<file path="src/rtl/fifo_rd_streamer_pkg.sv">
// rtl/fifo_rd_streamer_pkg.sv - shared types and constants for the FIFO read streamer
// Contents: strm_state_e (IDLE/RUN/FLUSH), SKID_DEPTH, DEFAULT_WIDTH.
package fifo_rtl_pkg;

  typedef enum logic [1:0] {
    IDLE  = 2'd0,
    RUN   = 2'd1,
    FLUSH = 2'd2
  } strm_state_e;

  // Three slots cover the two-cycle read-to-visible latency plus the word being
  // presented, which is what lets the streamer sustain one word per cycle.
  localparam int SKID_DEPTH    = 3;
  localparam int DEFAULT_WIDTH = 8;

endpackage

</file>
<file path="src/rtl/fifo_rd_streamer_if.sv">
// rtl/fifo_rd_streamer_if.sv - FIFO read side plus output stream bundle
// Signals: empty, fifo_data (from FIFO); read (to FIFO);
//          m_valid, m_data, m_last (to sink); m_ready (from sink).
// Modports: master = streamer side, slave = FIFO/sink environment side.
interface fifo_rd_streamer_if #(
  parameter int WIDTH = fifo_rtl_pkg::DEFAULT_WIDTH
);
  logic             empty;
  logic [WIDTH-1:0] fifo_data;
  logic             read;
  logic             m_valid;
  logic [WIDTH-1:0] m_data;
  logic             m_last;
  logic             m_ready;

  modport master (
    input  empty, fifo_data, m_ready,
    output read, m_valid, m_data, m_last
  );

  modport slave (
    output empty, fifo_data, m_ready,
    input  read, m_valid, m_data, m_last
  );
endinterface

</file>
<file path="src/rtl/fifo_rd_streamer_skid_buf.sv">
// rtl/fifo_rd_streamer_skid_buf.sv - 3-entry in-order push/pop buffer
// Ports: clock, reset (async, active-high), clear (drop contents),
//        push/push_data (tail write), pop (head remove), head, occ (0..3).
module fifo_skid_buf
  import fifo_rtl_pkg::*;
#(
  parameter int WIDTH = DEFAULT_WIDTH
) (
  input  logic             clock,
  input  logic             reset,
  input  logic             clear,
  input  logic             push,
  input  logic [WIDTH-1:0] push_data,
  input  logic             pop,
  output logic [WIDTH-1:0] head,
  output logic [1:0]       occ
);

  logic [WIDTH-1:0] mem_q [SKID_DEPTH];
  logic [1:0]       occ_q;
  logic [1:0]       wr_idx;

  // Entries shift toward slot 0 on pop, so a simultaneous push lands one slot
  // lower than the current tail; the later NBA wins when the slots coincide.
  assign wr_idx = occ_q - {1'b0, pop};

  always_ff @(posedge clock or posedge reset) begin
    if (reset) begin
      for (int i = 0; i < SKID_DEPTH; i++) mem_q[i] <= '0;
      occ_q <= '0;
    end else if (clear) begin
      occ_q <= '0;
    end else begin
      if (pop) begin
        for (int i = 0; i < SKID_DEPTH - 1; i++) mem_q[i] <= mem_q[i+1];
      end
      if (push) mem_q[wr_idx] <= push_data;
      occ_q <= occ_q + {1'b0, push} - {1'b0, pop};
    end
  end

  assign head = mem_q[0];
  assign occ  = occ_q;

  a_no_overflow: assert property (@(posedge clock) disable iff (reset)
    push |-> (occ_q < 2'(SKID_DEPTH)));
  a_no_underflow: assert property (@(posedge clock) disable iff (reset)
    pop |-> (occ_q != 2'd0));

endmodule

</file>
<file path="src/rtl/fifo_rd_streamer.sv">
// rtl/fifo_rd_streamer.sv - FIFO read-side streamer with skid buffer and frame marking
// Ports: clock, reset (async, active-high), enable (allow reads),
//        flush (pulse: discard buffered/in-flight words), bus (fifo_rd_streamer_if.master).
// Optional: FIFO_STREAM_CNT_EN adds word_cnt[15:0], saturating transfer count.
module fifo_rd_streamer
  import fifo_rtl_pkg::*;
#(
  parameter int WIDTH     = DEFAULT_WIDTH,
  parameter int BURST_LEN = 4
) (
  input  logic clock,
  input  logic reset,
  input  logic enable,
  input  logic flush,
`ifdef FIFO_STREAM_CNT_EN
  output logic [15:0] word_cnt,
`endif
  fifo_rd_streamer_if.master bus
);

  localparam int BW = (BURST_LEN > 1) ? $clog2(BURST_LEN) : 1;
  localparam logic [BW-1:0] LAST_BEAT = BW'(BURST_LEN - 1);

  strm_state_e      state_q, state_d;
  logic             rd_q;
  logic             issue_rd;
  logic [BW-1:0]    beat_q;
  logic [1:0]       occ;
  logic [WIDTH-1:0] head;
  logic [2:0]       committed;
  logic             push;
  logic             pop;

  // Buffered plus in-flight words; reading only when this is below the depth
  // guarantees every returning word has a slot, with no dependence on m_ready.
  assign committed = {1'b0, occ} + {2'b00, rd_q};

  always_comb begin
    state_d  = state_q;
    issue_rd = 1'b0;
    case (state_q)
      IDLE:  if (enable) state_d = RUN;
      RUN: begin
        issue_rd = !bus.empty && !flush && (committed < 3'(SKID_DEPTH));
        if (!enable) state_d = IDLE;
      end
      FLUSH: state_d = enable ? RUN : IDLE;
      default: state_d = IDLE;
    endcase
    if (flush) state_d = FLUSH;
  end

  always_ff @(posedge clock or posedge reset) begin
    if (reset) begin
      state_q <= IDLE;
      rd_q    <= 1'b0;
    end else begin
      state_q <= state_d;
      rd_q    <= issue_rd;
    end
  end

  // A word returning during the flush cycle or the FLUSH state is dropped.
  assign push = rd_q && !flush && (state_q != FLUSH);
  // Flush wins over the sink: a word shown during flush is not transferred.
  assign pop  = bus.m_valid && bus.m_ready && !flush;

  fifo_skid_buf #(.WIDTH(WIDTH)) u_skid (
    .clock     (clock),
    .reset     (reset),
    .clear     (flush),
    .push      (push),
    .push_data (bus.fifo_data),
    .pop       (pop),
    .head      (head),
    .occ       (occ)
  );

  always_ff @(posedge clock or posedge reset) begin
    if (reset) begin
      beat_q <= '0;
    end else if (flush) begin
      beat_q <= '0;
    end else if (pop) begin
      beat_q <= (beat_q == LAST_BEAT) ? '0 : beat_q + BW'(1);
    end
  end

  assign bus.read    = issue_rd;
  assign bus.m_valid = (occ != 2'd0);
  assign bus.m_data  = head;
  assign bus.m_last  = bus.m_valid && (beat_q == LAST_BEAT);

`ifdef FIFO_STREAM_CNT_EN
  logic [15:0] word_cnt_q;

  always_ff @(posedge clock or posedge reset) begin
    if (reset) begin
      word_cnt_q <= '0;
    end else if (flush) begin
      word_cnt_q <= '0;
    end else if (pop && (word_cnt_q != 16'hFFFF)) begin
      word_cnt_q <= word_cnt_q + 16'd1;
    end
  end

  assign word_cnt = word_cnt_q;
`endif

  a_read_not_empty: assert property (@(posedge clock) disable iff (reset)
    bus.read |-> !bus.empty);

endmodule
</file>
<file path="src/flat_wrapper.sv">
// flat-port wrapper written by rule: the top's interface ports become plain ports
module fifo_rd_streamer_flat import fifo_rtl_pkg::*;
#(
  parameter int WIDTH     = DEFAULT_WIDTH,
  parameter int BURST_LEN = 4
)
  (clock, reset, enable, flush, bus_empty, bus_fifo_data, bus_m_ready, bus_read, bus_m_valid, bus_m_data, bus_m_last);
  fifo_rd_streamer_if #(.WIDTH(WIDTH)) bus_i ();
  input  logic clock;
  input  logic reset;
  input  logic enable;
  input  logic flush;
  input wire logic [$bits(bus_i.empty)-1:0] bus_empty;
  input wire logic [$bits(bus_i.fifo_data)-1:0] bus_fifo_data;
  input wire logic [$bits(bus_i.m_ready)-1:0] bus_m_ready;
  output wire logic [$bits(bus_i.read)-1:0] bus_read;
  output wire logic [$bits(bus_i.m_valid)-1:0] bus_m_valid;
  output wire logic [$bits(bus_i.m_data)-1:0] bus_m_data;
  output wire logic [$bits(bus_i.m_last)-1:0] bus_m_last;
  assign bus_i.empty = bus_empty;
  assign bus_i.fifo_data = bus_fifo_data;
  assign bus_i.m_ready = bus_m_ready;
  assign bus_read = bus_i.read;
  assign bus_m_valid = bus_i.m_valid;
  assign bus_m_data = bus_i.m_data;
  assign bus_m_last = bus_i.m_last;
  fifo_rd_streamer #(.WIDTH(WIDTH), .BURST_LEN(BURST_LEN)) u_core (.clock(clock), .reset(reset), .enable(enable), .flush(flush), .bus(bus_i));
endmodule
</file>
<file path="config.mk">
export PLATFORM = sky130hd
export DESIGN_NAME = fifo_rd_streamer_flat
export DESIGN_NICKNAME = d
export VERILOG_FILES = /design/src/rtl/fifo_rd_streamer_pkg.sv /design/src/rtl/fifo_rd_streamer_if.sv /design/src/rtl/fifo_rd_streamer_skid_buf.sv /design/src/rtl/fifo_rd_streamer.sv /design/src/flat_wrapper.sv
export SDC_FILE = /design/constraint.sdc
export NUM_CORES = 1
export LEC_CHECK = 0
export BUFFER_PORTS_ARGS = -buffer_cell sky130_fd_sc_hd__buf_2
export CAP_MARGIN = 0
export CORE_ASPECT_RATIO = 1.5
export CORE_MARGIN = 8
export CORE_UTILIZATION = 35
export DETAILED_ROUTE_END_ITERATION = 7
export SLEW_MARGIN = 20
export SYNTH_ARGS = -nofsm -noshare
export SYNTH_HDL_FRONTEND = slang
export SYNTH_SLANG_ARGS = --single-unit
</file>
<file path="constraint.sdc">
create_clock -name clock -period 3.3 [get_ports clock]
set_clock_uncertainty 0.05 [all_clocks]
set_input_delay 0.33 -clock clock [delete_from_list [all_inputs] [get_ports clock]]
set_output_delay 0.33 -clock clock [all_outputs]
set_load 0.01 [all_outputs]
</file>
==> results of run 1 <==
area by class of cell:
cell class / instances / area share (%)
Sequential cell: 31 / 44.9
Multi-Input combinational cell: 90 / 38.1
Timing Repair Buffer: 28 / 8.69
Clock buffer: 6 / 4.20
Tap cell: 48 / 3.48
Inverter: 3 / 0.652
logic make-up (layout without fill, tap and decap cells):
logic type,count (synthesis),after routing
flip-flops,31,31
AND/OR/NAND/NOR,36,36
buffers and inverters,18,37
XOR/XNOR,3,3
multiplexers,25,25
AO/OA/AOI/OAI,21,21
adder cells (fa/ha/maj),5,5
worst max-delay path, delay by kind of cell (launching register included):
family,cells,cell delay [ns]
adders and majority gates,1,0.32
DFF,1,0.46
muxes,1,0.40
and+or+nand+nor,3,0.60
AOI/OAI and AO/OA,1,0.32
per-stage QoR:
| step | hold slack [ns] | utilization [%] |
|---|---|---|
| 4_1_cts | 0.0730 | 39.3 |
| 2_1_floorplan | 0.384 | - |
| 5_1_grt | 0.120 | 39.3 |
| 3_5_place_dp | 0.372 | 37.7 |
| 6_report | 0.0623 | 39.3 |
| 3_3_place_gp | 0.361 | 37.7 |
Yosys cell counts (all sizes together):
library cell | number | area share (%)
and3 | 1 | 0.40
xor2 | 2 | 1.1
a21oi | 10 | 3.2
nor2 | 15 | 4.1
buf | 14 | 7.1
or4b | 1 | 0.88
a2111oi | 1 | 0.56
nor2b | 2 | 0.80
nand2 | 10 | 2.4
inv | 3 | 0.72
mux2 | 8 | 5.8
xnor2 | 1 | 0.56
and2 | 1 | 0.40
dfrtp | 31 | 50
nand2b | 2 | 1.3
o21ai | 9 | 3.1
a211oi | 1 | 0.48
nor4 | 1 | 0.80
or2 | 1 | 0.40
clkbuf | 1 | 0.24
mux2i | 17 | 11
nor3 | 2 | 0.96
ha | 5 | 4.0
where the power goes:
group | switching, mW | leakage (nW) | internal, mW | total, mW
Combinational | 0.0593 | 0.389 | 0.0499 | 0.109
Clock | 0.118 | 0.0371 | 0.140 | 0.258
Sequential | 0.0162 | 0.420 | 0.411 | 0.427
placed cells by master (no fill, tap or decap), types with 2 or more instances in the layout:
cell,Yosys,layout
clkbuf_8,0,5
nand2_1,10,10
buf_4,9,4
nor2b_1,2,2
inv_1,3,3
ha_1,5,5
nor2_1,14,14
a21oi_1,10,10
o21ai_0,8,8
xor2_1,2,2
mux2_2,8,8
mux2i_1,17,17
buf_2,2,24
dfrtp_1,31,31
routing by layer:
metal | vias to the layer above | global-route usage (%) | wire [microns]
met5 | - | 0 | 0
met4 | 0 | 6.06 | 89
met3 | 9 | 3.25 | 128
met2 | 21 | 16.2 | 1560
met1 | 475 | 8.92 | 1090
li1 | 503 | - | -
worst paths after layout:
| kind | start | slack [ns] | to | cells after the start |
|---|---|---|---|---|
| max in group asynchronous | reset | 2.49 | async pin | 3 |
| max | u_core.u_skid.occ[1]$_DFF_PP0_ | 1.02 | flop | 6 |
| min | reset | 0.06 | u_core.u_skid.head[4]$_DFFE_PP0N_ | 2 |
| max reg2reg | u_core.u_skid.occ[1]$_DFF_PP0_ | 1.02 | flop | 6 |
| min in group clock | enable | 0.22 | u_core.state_q[0]$_DFFE_PP0P_ | 3 |
| min reg2reg | u_core.state_q[0]$_DFFE_PP0P_ | 0.44 | u_core.state_q[0]$_DFFE_PP0P_ | 1 |
==> impl_metrics.ini, run 1 <==
[yosys]
synthesis.area_sq_um = 1560
ys_seq_elements = 31
synth_top_family_by_area = multiplexers
synthMuxAreaShare_pct = 16.7
synth_compound_area_share_pct = 7.38
synth_adder_area_share_pct = 4.01
syn_area_per_cell_sq_um = 11.2
synth_xor_area_share_pct = 1.68
synth.yosys.seq_area_share_pct = 49.7
ys_warn_count = 0
synth.distinct_cells = 29
synth_simple_gate_area_share_pct = 12.4
synth_fp_nets = 158
syn_inst = 139

[grt]
grt_pass1_vias = 1147
grt_usage_pct = 9.31
grt_pass1_wl_microns = 5110
grt-ovfl-total = 0
antenna_found_initial = 0
grt_max_degree = 18

[sta]
max_freq_mhz = 438
post-route-min-period_ns = 2.28
fin_tns_setup_ns = 0
hold_viol_final = 0
finalCritPeriodShare_pct = 69.1
worst_pin_slew_ns = 0.602
finalMaxSlewViolations = 0
setup_viol = 0
rsz0062_at_grt = false
setup_ws_ns = 1.02
slew_headroom_pct = 59.7

[placement]
pre_cts_ws_ns = 0.995
routabilityCongestion = 0.751
numPortBuffers = 24
dp_hpwl_microns = 2240
dp.cells = 200
place_area_sq_um = 1660

[run_status]
status = finished clean

[clock_tree]
clock-sinks = 31
clk_latency_ns = 0.27
cts-root-to-sink-buffers = 2
post_cts_resized = 0
hold_buffers = 0
cts_buffers = 5
cts_tree = built
htree_levels = 2
post_cts_buffers = 0
path_clk_slew_ns = 0.06
cts_root_buf = clkbuf_8

[route]
dr.pass1.iters = 3
vias = 1008
wl_per_cell_microns = 13.9
drt-vias-per-instance = 4.89
drt_iter0_markers = 18
antenna_left = 0
wl_microns = 2870
post-route-drc-count = 0

[final_layout]
multiInputGateArea_sq_um = 658
final_nets = 178
fill_cells = 448
syn_to_final_growth_pct = 10.7
drive_gt1_share_pct = 30.4
fin_cells = 206
seq_area_sq_um = 776
diodes = 0
design_area_sq_um = 1730

[setup_path]
worstSetupStartpointType = flop
crit_arrival_ns = 2.39
path_cells = o21ai_2 -> nor2_4 -> ha_1 -> nand2_1 -> nor3_2 -> mux2_2
worst-path-max-fanout = 8
slowest_stage = nor3_2
cpPeakStageDelay_ns = 0.47
endpoint_kind = flop
crit_required_ns = 3.41
path_class = reg2reg

[power_and_ir_drop]
p_leak_nw = 0.846
power.density_nw_per_um2 = 460
power.total_mw = 0.794
peakVddDrop_uv = 280

[die]
rows = 30
die_h_microns = 97.8
die_x_microns = 70.5
fp.coreArea_sq_um = 4390
start_util_pct = 35.5
dieArea_sq_um = 6890
ios = 25

[hold_path]
hp-class = in2async

[run]
drv_cap = 0
Power figures use the tool's default switching activity.
==> run 2, diff against run 1 <==
Clock period 3.3 ns to 2.39 ns, I/O delays scaled along.
==> run 2 against run 1 <==
Compared with the run above:
- design area up 1.1%
- combinational power up 40%
- sequential power up 38%
- global-route usage down 0.25 points
- first-iteration DRC count up 89%
- largest cell class unchanged
- largest power group unchanged
==> impl_metrics.ini, run 2 (synthesis gave the netlist of run 1 again) <==
[run_status]
status = finished clean

[setup_path]
path_cells = ha_1 -> ha_1 -> a2111oi_1 -> buf_2
crit_required_ns = 2.10
path_class = reg2out
rr_worst_depth = 6
worst-path-max-fanout = 5
worstSetupStartpoint = u_core.u_skid.occ[0]$_DFF_PP0_
r2r_start = u_core.u_skid.occ[1]$_DFF_PP0_
cpPeakStageDelay_ns = 0.44
slowest_stage = dfrtp_1
cp_common_cell = ha_1
worstReg2RegEnd = u_core.u_skid.head[2]$_DFFE_PP0N_
worst-r2r-setup-slack_ns = 0.32
crit_arrival_ns = 1.86
worstSetupStartpointType = flop
endpoint_kind = output port

[sta]
post-route-min-period_ns = 2.15
max_freq_mhz = 465
worst_pin_slew_ns = 0.385
finalCritPeriodShare_pct = 90.0
finalMaxSlewViolations = 0
rsz0062_at_grt = false
setup_viol = 0
fin_tns_setup_ns = 0
slew_headroom_pct = 74.3
hold_viol_final = 0

[hold_path]
whs_path_depth = 3
min_from = enable
hp-class = in2reg
holdPathEnd = u_core.state_q[0]$_DFFE_PP0P_

[route]
post-route-drc-count = 0
drt-vias-per-instance = 4.89
drt_iter0_markers = 34
dr.pass1.iters = 4
vias = 1012
antenna_left = 0
wl_microns = 2860
wl_per_cell_microns = 13.8

[die]
start_util_pct = 35.5
die_h_microns = 97.8
ios = 25
rows = 30
dieArea_sq_um = 6890
die_x_microns = 70.5
fp.coreArea_sq_um = 4390

[clock_tree]
clk_latency_ns = 0.27
htree_levels = 2
cts-root-to-sink-buffers = 2
cts_root_buf = clkbuf_8
cts_tree = built
cts_buffers = 5
path_clk_slew_ns = 0.06
clock-sinks = 31

[final_layout]
syn_to_final_growth_pct = 11.9
final_cell_mix = dfrtp_1 (31), buf_2 (24), mux2i_1 (17)
diodes = 0
mostFrequentLayoutCell = dfrtp_1
design_area_sq_um = 1750
seq_area_sq_um = 776
multiInputGateArea_sq_um = 667
fill_cells = 425
drive_gt1_share_pct = 30.2
final_nets = 179

[placement]
dp_hpwl_microns = 2100
routabilityCongestion = 0.697
place_area_sq_um = 1660
numPortBuffers = 24

[power_and_ir_drop]
power.density_nw_per_um2 = 633
power.total_mw = 1.11
p_leak_nw = 0.851
peakVddDrop_uv = 423

[grt]
grt_pass1_wl_microns = 5000
grt_pass1_vias = 1123
grt_max_degree = 32
grt-ovfl-total = 0
grt_usage_pct = 9.06
antenna_found_initial = 0

[run]
drv_cap = 0
[run 2: changes by cell type in the layout (fill, tap and decap cells not counted), sizes merged]
cell and change:
dlygate4sd3 +1
[run 2: power breakdown]
| group | leakage [nW] | switching, mW | total (mW) | internal, mW |
|---|---|---|---|---|
| combinational | 0.394 | 0.0826 | 0.153 | 0.0703 |
| sequential | 0.420 | 0.0237 | 0.591 | 0.567 |
| clock | 0.0371 | 0.169 | 0.362 | 0.193 |
| total | 0.851 | 0.275 | 1.11 | 0.831 |
[run 2: what timing repair did]
| action | 4_1_cts | 5_1_grt |
|---|---|---|
| gates resized for setup | 0 | 1 |
| hold endpoints to repair | 28 | 0 |
| hold buffers | 1 | 0 |
| endpoints found under the setup margin | 0 | 1 |
| buffers inserted | 0 | 0 |
[run 2: worst max-delay path by stage]
stage                                        end  slack (ns)  depth (start not counted)
6_report                                bus_read        0.24                          4
5_1_grt                                 bus_read        0.09                          4
4_1_cts                                 bus_read        0.10                          4
3_5_place_dp   u_core.u_skid.head[2]$_DFFE_PP0N_        0.33                          6
3_3_place_gp   u_core.u_skid.head[2]$_DFFE_PP0N_        0.41                          6
2_1_floorplan  u_core.u_skid.head[0]$_DFFE_PP0N_        0.06                         10
[run 2: per-stage QoR]
stage	hold WS (ns)	setup WS (ns)	std cells	util [%]
6_report	0.127	0.239	207	39.8
5_1_grt	0.136	0.0917	207	39.8
2_1_floorplan	0.293	0.0602	139	-
3_3_place_gp	0.283	0.407	200	37.9
3_5_place_dp	0.291	0.326	200	37.9
4_1_cts	0.120	0.101	207	39.7
[run 2: worst max-delay path: cells and delay by family, from the launching register on]
family	cells	cell delay, ns
buf+inv	1	0.21
compound gates	1	0.43
fa+ha+maj	2	0.51
flops	1	0.44
[run 2: final cells by class]
| class | instances | area share [%] |
|---|---|---|
| flip-flops and latches | 31 | 44.4 |
| multi-input cells | 90 | 38.2 |
| repair buffers | 29 | 9.17 |
| clock buffers | 6 | 4.15 |
| well taps | 48 | 3.44 |
| inverters | 3 | 0.645 |
[run 2: routing by layer]
layer  part of all wire [%]  up-vias  wire, microns  GRT usage, %
met5                      0        -              0             0
met4                    1.4        0             39          4.19
met3                    6.0        4            171          3.76
met2                     52       21           1490          15.7
met1                     40      483           1160          9.09
li1                       -      504              -             -
